==> config.mk <==
export PLATFORM = sky130hd
export DESIGN_NAME = uart_tx_arb
export DESIGN_NICKNAME = d
export VERILOG_FILES = /design/src/rtl/uart_pkg.sv /design/src/rtl/uart_rr_pick.sv /design/src/rtl/uart_tx_arb.sv
export SDC_FILE = /design/constraint.sdc
export NUM_CORES = 1
export LEC_CHECK = 0
export BUFFER_PORTS_ARGS = -buffer_cell sky130_fd_sc_hd__buf_2
export CORE_MARGIN = 4
export CORE_UTILIZATION = 45
export CTS_BUF_LIST = sky130_fd_sc_hd__clkbuf_8
export DETAILED_ROUTE_END_ITERATION = 12
export PLACE_DENSITY = 0.76
export SLEW_MARGIN = 15
export SYNTH_ARGS = -nofsm -noshare
export SYNTH_HDL_FRONTEND = slang
export SYNTH_HIERARCHICAL = 1
export SYNTH_SLANG_ARGS = --single-unit
==> constraint.sdc <==
create_clock -name clk -period 3.6 [get_ports clk]
set_input_delay 0.36 -clock clk [delete_from_list [all_inputs] [get_ports clk]]
set_output_delay 0.36 -clock clk [all_outputs]
set_load 0.1 [all_outputs]
==> src/rtl/uart_pkg.sv <==
// Shared types and constants for the UART transmit arbiter.
package uart_pkg;

  localparam int unsigned N_REQ_DEFAULT  = 4;
  localparam int unsigned TIMEOUT_CYCLES = 4;
  localparam int unsigned TIMER_W        = $clog2(TIMEOUT_CYCLES);

  typedef enum logic [1:0] {
    IDLE      = 2'd0,
    ISSUE     = 2'd1,
    WAIT_BUSY = 2'd2,
    WAIT_DONE = 2'd3
  } state_t;

endpackage

==> src/rtl/uart_rr_pick.sv <==
// Combinational round-robin picker: searches upward from last+1, wrapping at N-1.
module uart_rr_pick #(
  parameter int unsigned N = 4
) (
  input  logic [N-1:0]         req,
  input  logic [$clog2(N)-1:0] last,
  output logic [N-1:0]         grant,
  output logic [$clog2(N)-1:0] idx,
  output logic                 any
);

  localparam int unsigned IW = $clog2(N);

  logic         found;
  int unsigned  cand;
  logic [N-1:0] rot;

  always_comb begin
    grant = '0;
    idx   = '0;
    found = 1'b0;
    cand  = 0;
    rot   = '0;
    for (int unsigned i = 1; i <= N; i++) begin
      cand = (32'(last) + i) % N;
      rot  = req >> cand;
      if (!found && rot[0]) begin
        found = 1'b1;
        grant = {{(N-1){1'b0}}, 1'b1} << cand;
        idx   = IW'(cand);
      end
    end
  end

  assign any = |req;

endmodule

==> src/rtl/uart_tx_arb.sv <==
// Round-robin arbiter feeding bytes from N_REQ requesters into one UART transmitter.
// Define UART_TX_ARB_LOCK_EN to hold the grant on one requester until its req_last byte.
module uart_tx_arb
  import uart_pkg::*;
#(
  parameter int unsigned N_REQ = N_REQ_DEFAULT
) (
  input  logic                     clk,
  input  logic                     rst_n,
  input  logic [N_REQ-1:0]         req_valid,
  input  logic [8*N_REQ-1:0]       req_data,
  input  logic [N_REQ-1:0]         req_last,
  output logic [N_REQ-1:0]         req_ready,
  output logic                     tx_start,
  output logic [7:0]               tx_data,
  input  logic                     tx_busy,
  output logic [$clog2(N_REQ)-1:0] owner,
  output logic                     active
);

  localparam int unsigned OW = $clog2(N_REQ);

  state_t             state, state_n;
  logic [TIMER_W-1:0] timer, timer_n;
  logic [N_REQ-1:0]   eligible;
  logic [N_REQ-1:0]   pick_grant;
  logic [OW-1:0]      pick_idx;
  logic               pick_any;
  logic [7:0]         pick_data;
  logic               grant_en;

`ifdef UART_TX_ARB_LOCK_EN
  logic lock;
  logic pick_last;

  assign pick_last = 1'(req_last >> pick_idx);

  // While locked, only the requester that opened the frame (held in owner) may win.
  assign eligible = lock ? (req_valid & ({{(N_REQ-1){1'b0}}, 1'b1} << owner)) : req_valid;

  always_ff @(posedge clk or negedge rst_n) begin
    if (!rst_n) begin
      lock <= 1'b0;
    end else if (grant_en) begin
      lock <= ~pick_last;
    end
  end
`else
  logic unused_last;

  assign unused_last = ^req_last;
  assign eligible    = req_valid;
`endif

  uart_rr_pick #(.N(N_REQ)) u_pick (
    .req   (eligible),
    .last  (owner),
    .grant (pick_grant),
    .idx   (pick_idx),
    .any   (pick_any)
  );

  assign pick_data = 8'(req_data >> (8 * 32'(pick_idx)));

  // Next-state and grant decode; ready is gated by rst_n so it stays low during reset.
  always_comb begin
    state_n   = state;
    timer_n   = timer;
    req_ready = '0;
    grant_en  = 1'b0;
    case (state)
      IDLE: begin
        if (rst_n && !tx_busy && pick_any) begin
          grant_en  = 1'b1;
          req_ready = pick_grant;
          state_n   = ISSUE;
        end
      end
      ISSUE: begin
        timer_n = '0;
        state_n = WAIT_BUSY;
      end
      WAIT_BUSY: begin
        if (tx_busy) begin
          state_n = WAIT_DONE;
        end else if (timer == TIMER_W'(TIMEOUT_CYCLES - 1)) begin
          state_n = IDLE;
        end else begin
          timer_n = timer + TIMER_W'(1);
        end
      end
      WAIT_DONE: begin
        if (!tx_busy) begin
          state_n = IDLE;
        end
      end
      default: state_n = IDLE;
    endcase
  end

  always_ff @(posedge clk or negedge rst_n) begin
    if (!rst_n) begin
      state    <= IDLE;
      timer    <= '0;
      tx_start <= 1'b0;
      tx_data  <= 8'h00;
      owner    <= OW'(N_REQ - 1);
      active   <= 1'b0;
    end else begin
      state    <= state_n;
      timer    <= timer_n;
      tx_start <= grant_en;
      active   <= (state_n != IDLE);
      if (grant_en) begin
        tx_data <= pick_data;
        owner   <= pick_idx;
      end
    end
  end

endmodule

# Word level (Yosys, flattened, before mapping)
# Cells that the tools add are included.
dict set report totals {
  input_bits 43
  regBits 16
}
dict set report op_classes {
  n_shift 9
  mux 23
  add_sub_neg 5
  n_eq_ne 6
  reduce_logical 14
}
# operator count
set ops {}
lappend ops {{$shr 32x5->8} 1}
lappend ops {{$mux 4} 6}
lappend ops {{$mux 2} 10}
lappend ops {{$shl 1x2->4 const A} 4}
lappend ops {{$shr 4x2->1} 4}
lappend ops {{$pmux 2 s4} 1}
lappend ops {{$add 2x1->2 const B} 3}
lappend ops {{$eq 2x2->1 const B} 3}
lappend ops {{$logic_and 1x1->1} 5}
lappend ops {{$mux 1} 5}
lappend ops {{$add 2x2->2 const B} 2}
lappend ops {{$logic_not 1->1} 4}
lappend ops {{$ne 2x2->1 const B} 2}
lappend ops {{$pmux 2 s2} 1}
lappend ops {{$reduce_bool 2->1} 2}
lappend ops {{$reduce_or 4->1} 1}
lappend ops {{$reduce_and 3->1} 1}
lappend ops {{$eq 2x1->1 const B} 1}
lappend ops {{$logic_not 2->1} 1}

# Logic depth before layout (Yosys ltp)
dict set report depth {
  word_depth 14
  mapped_depth 12
  ltp_nobuf 8
}

# Modules after synthesis
# Netlist, hierarchy kept.
# mod seq_area_each_um2 n_inst area_per_inst_um2 cells_each
set by_module_without_submodules {}
lappend by_module_without_submodules {uart_tx_arb 402.9 1 892.1 60}
lappend by_module_without_submodules {uart_rr_pick 0.0 1 593.1 77}

# Worst setup path before layout
# Ideal clock, no wire load.
dict set report synth_timing {
  path_kind {flip-flop to output port}
  start {reg owner[0]}
  end {out req_ready[1]}
  arrival_ps 3926
  slack_ps -686
  n_path_buf 4
  required_ps 3240
  path_stages_with_launch 11
  cell_sequence {dfstp_2 -> buf_6 -> clkbuf_1 -> inv_1 -> ha_1 -> clkbuf_1 -> mux4_2 -> buf_6 -> or4_1 -> a31oi_1 -> and2_1}
}
dict set report synth_between {
  elab_chain_len 14
  elab_cells_between_ends 27
}
# item line_no
set synth_rtl {}
lappend synth_rtl {{start, declared} uart_tx_arb.sv:17} ;# output logic [$clog2(N_REQ)-1:0] owner,
lappend synth_rtl {{start signal, assigned} uart_tx_arb.sv:107} ;# owner <= OW'(N_REQ - 1);
lappend synth_rtl {{start signal, assigned} uart_tx_arb.sv:116} ;# owner <= pick_idx;
lappend synth_rtl {{$add 2x1->2} uart_rr_pick.sv:25} ;# cand = (32'(last) + i) % N;
lappend synth_rtl {{$shr 4x2->1} uart_rr_pick.sv:26} ;# rot = req >> cand;
lappend synth_rtl {{$mux 1} uart_rr_pick.sv:27} ;# if (!found && rot[0]) begin
lappend synth_rtl {{$logic_not 1->1} uart_rr_pick.sv:27}
lappend synth_rtl {{$logic_and 1x1->1} uart_rr_pick.sv:27}
lappend synth_rtl {{$mux 1} uart_rr_pick.sv:27}
lappend synth_rtl {{$logic_not 1->1} uart_rr_pick.sv:27}
lappend synth_rtl {{$logic_and 1x1->1} uart_rr_pick.sv:27}
lappend synth_rtl {{$mux 1} uart_rr_pick.sv:27}
lappend synth_rtl {{$logic_not 1->1} uart_rr_pick.sv:27}
lappend synth_rtl {{$logic_and 1x1->1} uart_rr_pick.sv:27}
lappend synth_rtl {{$mux 4 *} uart_rr_pick.sv:27}
lappend synth_rtl {{via pick_grant[1]} uart_tx_arb.sv:26} ;# logic [N_REQ-1:0] pick_grant;
lappend synth_rtl {{$mux 4 *} uart_tx_arb.sv:73} ;# if (rst_n && !tx_busy && pick_any) begin
lappend synth_rtl {{$mux 4 *} uart_tx_arb.sv:71} ;# case (state)
lappend synth_rtl {{end, declared} uart_tx_arb.sv:13} ;# output logic [N_REQ-1:0] req_ready,
# The timed path passes the listed nets; every way through them passes the cells marked *.

# Worst setup path after layout
dict set report layout_timing {
  start {reg owner[1]}
  end {reg tx_data[5]}
}
dict set report layout_between {
  elab_chain_len 13
  elab_cells_between_ends 22
}
# item line_no
set layout_rtl {}
lappend layout_rtl {{$add 2x1->2} uart_rr_pick.sv:25}
lappend layout_rtl {{$shr 4x2->1} uart_rr_pick.sv:26}
lappend layout_rtl {{$mux 1} uart_rr_pick.sv:27}
lappend layout_rtl {{$logic_not 1->1} uart_rr_pick.sv:27}
lappend layout_rtl {{$logic_and 1x1->1} uart_rr_pick.sv:27}
lappend layout_rtl {{$mux 1} uart_rr_pick.sv:27}
lappend layout_rtl {{$logic_not 1->1} uart_rr_pick.sv:27}
lappend layout_rtl {{$logic_and 1x1->1} uart_rr_pick.sv:27}
lappend layout_rtl {{$mux 1} uart_rr_pick.sv:27}
lappend layout_rtl {{$logic_not 1->1} uart_rr_pick.sv:27}
lappend layout_rtl {{$logic_and 1x1->1} uart_rr_pick.sv:27}
lappend layout_rtl {{$mux 2 *} uart_rr_pick.sv:27}
lappend layout_rtl {{via pick_idx[0]} uart_tx_arb.sv:27} ;# logic [OW-1:0] pick_idx;
lappend layout_rtl {{$shr 32x5->8 *} uart_tx_arb.sv:63} ;# assign pick_data = 8'(req_data >> (8 * 32'(pick_idx)));
lappend layout_rtl {{end signal, assigned} uart_tx_arb.sv:115} ;# tx_data <= pick_data;
lappend layout_rtl {{end, declared} uart_tx_arb.sv:15} ;# output logic [7:0] tx_data,
# Marks and branches as above.
# A chain may end at the register's enable or synchronous reset.

==> run summary <==
run status -> completed
Nets -> 244
dpl cells -> 226
Layout Area Growth over Synthesis -> 25.9%
max_cap viols -> 0
Async SR Flop Fraction -> 100%
Via density -> 5.71
Synth Area in Compound Gates -> 14.7%
EDFF count, synth -> 0
CP peak stage delay -> 0.71 ns
TNS Setup -> 0 ns
Synth Area in Adders -> 7.58%
DRT Pass-1 Iters -> 5
Clock Path Buffers -> 2
Max Fanout on Critical Path -> 15
routed wire length -> 3720 um
via count -> 1343
syn_area_per_cell -> 10.8 um2
Reg power frac -> 18.4%
CP startpoint kind -> register
relative slew slack -> 52.6%
pin count of the biggest net entering global routing -> 18
Tmin final -> 3.44 ns
Setup Skew -> 0.00172 ns
FMAX -> 291 MHz
fillers -> 276
First DRT Iteration DRCs -> 67
Syn Nets -> 189
crit-path most repeated cell -> mux4_2
layout cells sized above 1 -> 52.4%
total grt overflow -> 0
width of the die -> 65.5 um
Yosys reg bits -> 16
die height -> 65.5 um
internal power -> 0.000941 W
GRT Util Overall -> 17.7%
Clock Latency Late Sink -> 0.24 ns
final-report hold violation count -> 0
Setup Crit Path Kind -> reg -> reg
CTS Hold Bufs -> 0
Final HPWL DP -> 2920 um
post-synthesis instance total -> 137
CP max stage cell -> dfstp_4
Die ar. -> 0.00428 mm2
post-synth cell types -> 47
largest family of logic cells by synthesized area -> multiplexers
leak pwr -> 0.854 nW
combinational share of power -> 74.0%
Seq/Total Area, Yosys -> 27.1%
worst path arrival time -> 3.56 ns
mux contribution to synthesized area -> 28.6%
crit-path cells -> clkinvlp_4, ha_4, mux4_2, a311o_1, a222oi_1, buf_4, mux4_2, mux2_4
mapped cell area -> 0.00149 mm2
DRC -> 0
first-pass GRT wire length -> 5930 um
post-synthesis simple-gate area fraction -> 14.8%
Synth warnings -> 6
DRT antenna net count -> 0
Root Driver -> clkbuf_8
CTS tree -> built
Worst Setup End Kind -> register
Worst Hold Class -> in -> async
RSZ-0062 raised after global routing -> no
setup violators final -> 0
GP Congestion -> 0.948
switching power -> 0.00109 W
Required @ worst endpoint -> 3.73 ns
H-tree levels -> 1
sw frac -> 53.7%
Cell Pwr Density -> 1090 mW/mm2
# clock sinks -> 16
core box area -> 0.00310 mm2
Initial Utilization -> 47.9%
register clock-pin slew on the reported worst setup and hold paths -> 0.06 ns
crit share post-route -> 95.4%
vias in the first global route -> 1268
Least-Margin Pin Slew -> 0.710 ns
Layout Cells excl Fill -> 235
Clk network pwr share -> 7.6%
DR WL/cell -> 15.8 um
xor/xnor cell area share of the yosys netlist -> 0%
initial antenna violation count -> 0
most frequent cells in the layout -> 52 x buf_2, 14 x dfrtp_1, 11 x mux4_2
worst ir drop on vdd -> 0.000475 V
Top FF cell, synth -> dfrtp_1
diodes inserted -> 0
max-slew violations -> 0
I/O pin count -> 59
Inserted Clock Buffers -> 3
IO buf count -> 54
Rows -> 20
most common cell after layout, fill and taps aside -> buf_2
## repair_timing
action | in CTS | in global routing
resized for setup | 0 | 7
setup endpoints to repair | 0 | 11
setup buffers | 0 | 4
## layer usage
layer / up-vias / share of wire (%) / GRT usage [%]
li1: 639 / - / -
met1: 650 / 39 / 21.9
met2: 40 / 53 / 30.0
met3: 14 / 3.8 / 2.74
met4: 0 / 3.7 / 8.29
met5: - / 0 / 0
## synthesized netlist by cell type (3+ instances only)
| cell | n | area, um2 |
|---|---|---|
| clkbuf_1 | 4 | 15.0 |
| and2_1 | 5 | 31.3 |
| nor3b_1 | 3 | 22.5 |
| nor2_1 | 4 | 15.0 |
| a21oi_1 | 3 | 15.0 |
| o21ai_0 | 8 | 40.0 |
| nand2_1 | 6 | 22.5 |
| a31oi_1 | 4 | 25.0 |
| or4_1 | 3 | 22.5 |
| mux4_2 | 10 | 225 |
| buf_6 | 4 | 45.0 |
| mux2_4 | 3 | 45.0 |
| mux2_2 | 7 | 78.8 |
| inv_1 | 6 | 22.5 |
| ha_1 | 9 | 113 |
| nor3_1 | 5 | 25.0 |
| mux2i_1 | 5 | 50.1 |
| dfrtp_1 | 14 | 350 |
## registers in the layout, indices dropped and copies added, names as in the netlist
signal	count
tx_data	8
owner	2
state	2
timer	2
active	1
tx_start	1
## cell families after synthesis
kind of cell / after synthesis
buffers and inverters: 18
AND/OR/NAND/NOR: 37
multiplexers: 26
flip-flops: 16
AO/OA/AOI/OAI: 31
adder cells (fa/ha/maj): 9
## power by group through the flow
stage               logic (W)  registers, W  clock network [W]
finish                0.00150      0.000373           0.000155
CTS                   0.00144      0.000371           0.000159
global route          0.00160      0.000390           0.000169
detailed placement    0.00144      0.000374                  0
global placement      0.00139      0.000366                  0
floorplan            0.000825      0.000787                  0
## metrics by stage
| stage | area (um2) | setup slack, ns | total power, W | hold WS [ns] | util [%] |
|---|---|---|---|---|---|
| after global routing | 1870 | 0.0272 | 0.00216 | 0.0414 | 60.3 |
| after floorplan | 1530 | 0.0249 | 0.00161 | 0.0644 | - |
| after CTS | 1820 | 0.0461 | 0.00197 | 0.0206 | 58.8 |
| final | 1870 | 0.165 | 0.00203 | 0.0155 | 60.3 |
| after global placement | 1770 | 0.234 | 0.00176 | 0.284 | 57.0 |
| after detailed placement | 1770 | 0.123 | 0.00182 | 0.288 | 57.0 |
## final timing paths
check                            from    endpoint  slack [ns]  cells past startpoint
max in group asynchronous       rst_n    owner[0]        3.28                      1
min in group clk              tx_busy    state[0]        0.42                      2
hold / removal                  rst_n    tx_start        0.02                      1
setup / recovery             owner[1]  tx_data[5]        0.16                      8
hold reg to reg            tx_data[7]  tx_data[7]        0.50                      1
setup reg to reg             owner[1]  tx_data[5]        0.16                      8
## worst max-delay path: cells and delay by family (launching register included)
family,cells,cell delay (ns)
flops,1,0.71
mux,3,1.20
buf+inv,2,0.38
compound gates,2,0.69
fa+ha+maj,1,0.32
## area by class of cell
cell class / count / area [um2] / area share, %
Multi-Input combinational cell: 103 / 988 / 52.8
Tap cell: 44 / 55.1 / 2.94
Clock buffer: 4 / 55.1 / 2.94
Sequential cell: 16 / 410 / 21.9
Inverter: 6 / 26.3 / 1.40
Timing Repair Buffer: 62 / 335 / 17.9
(Power assumes the default switching activity.)
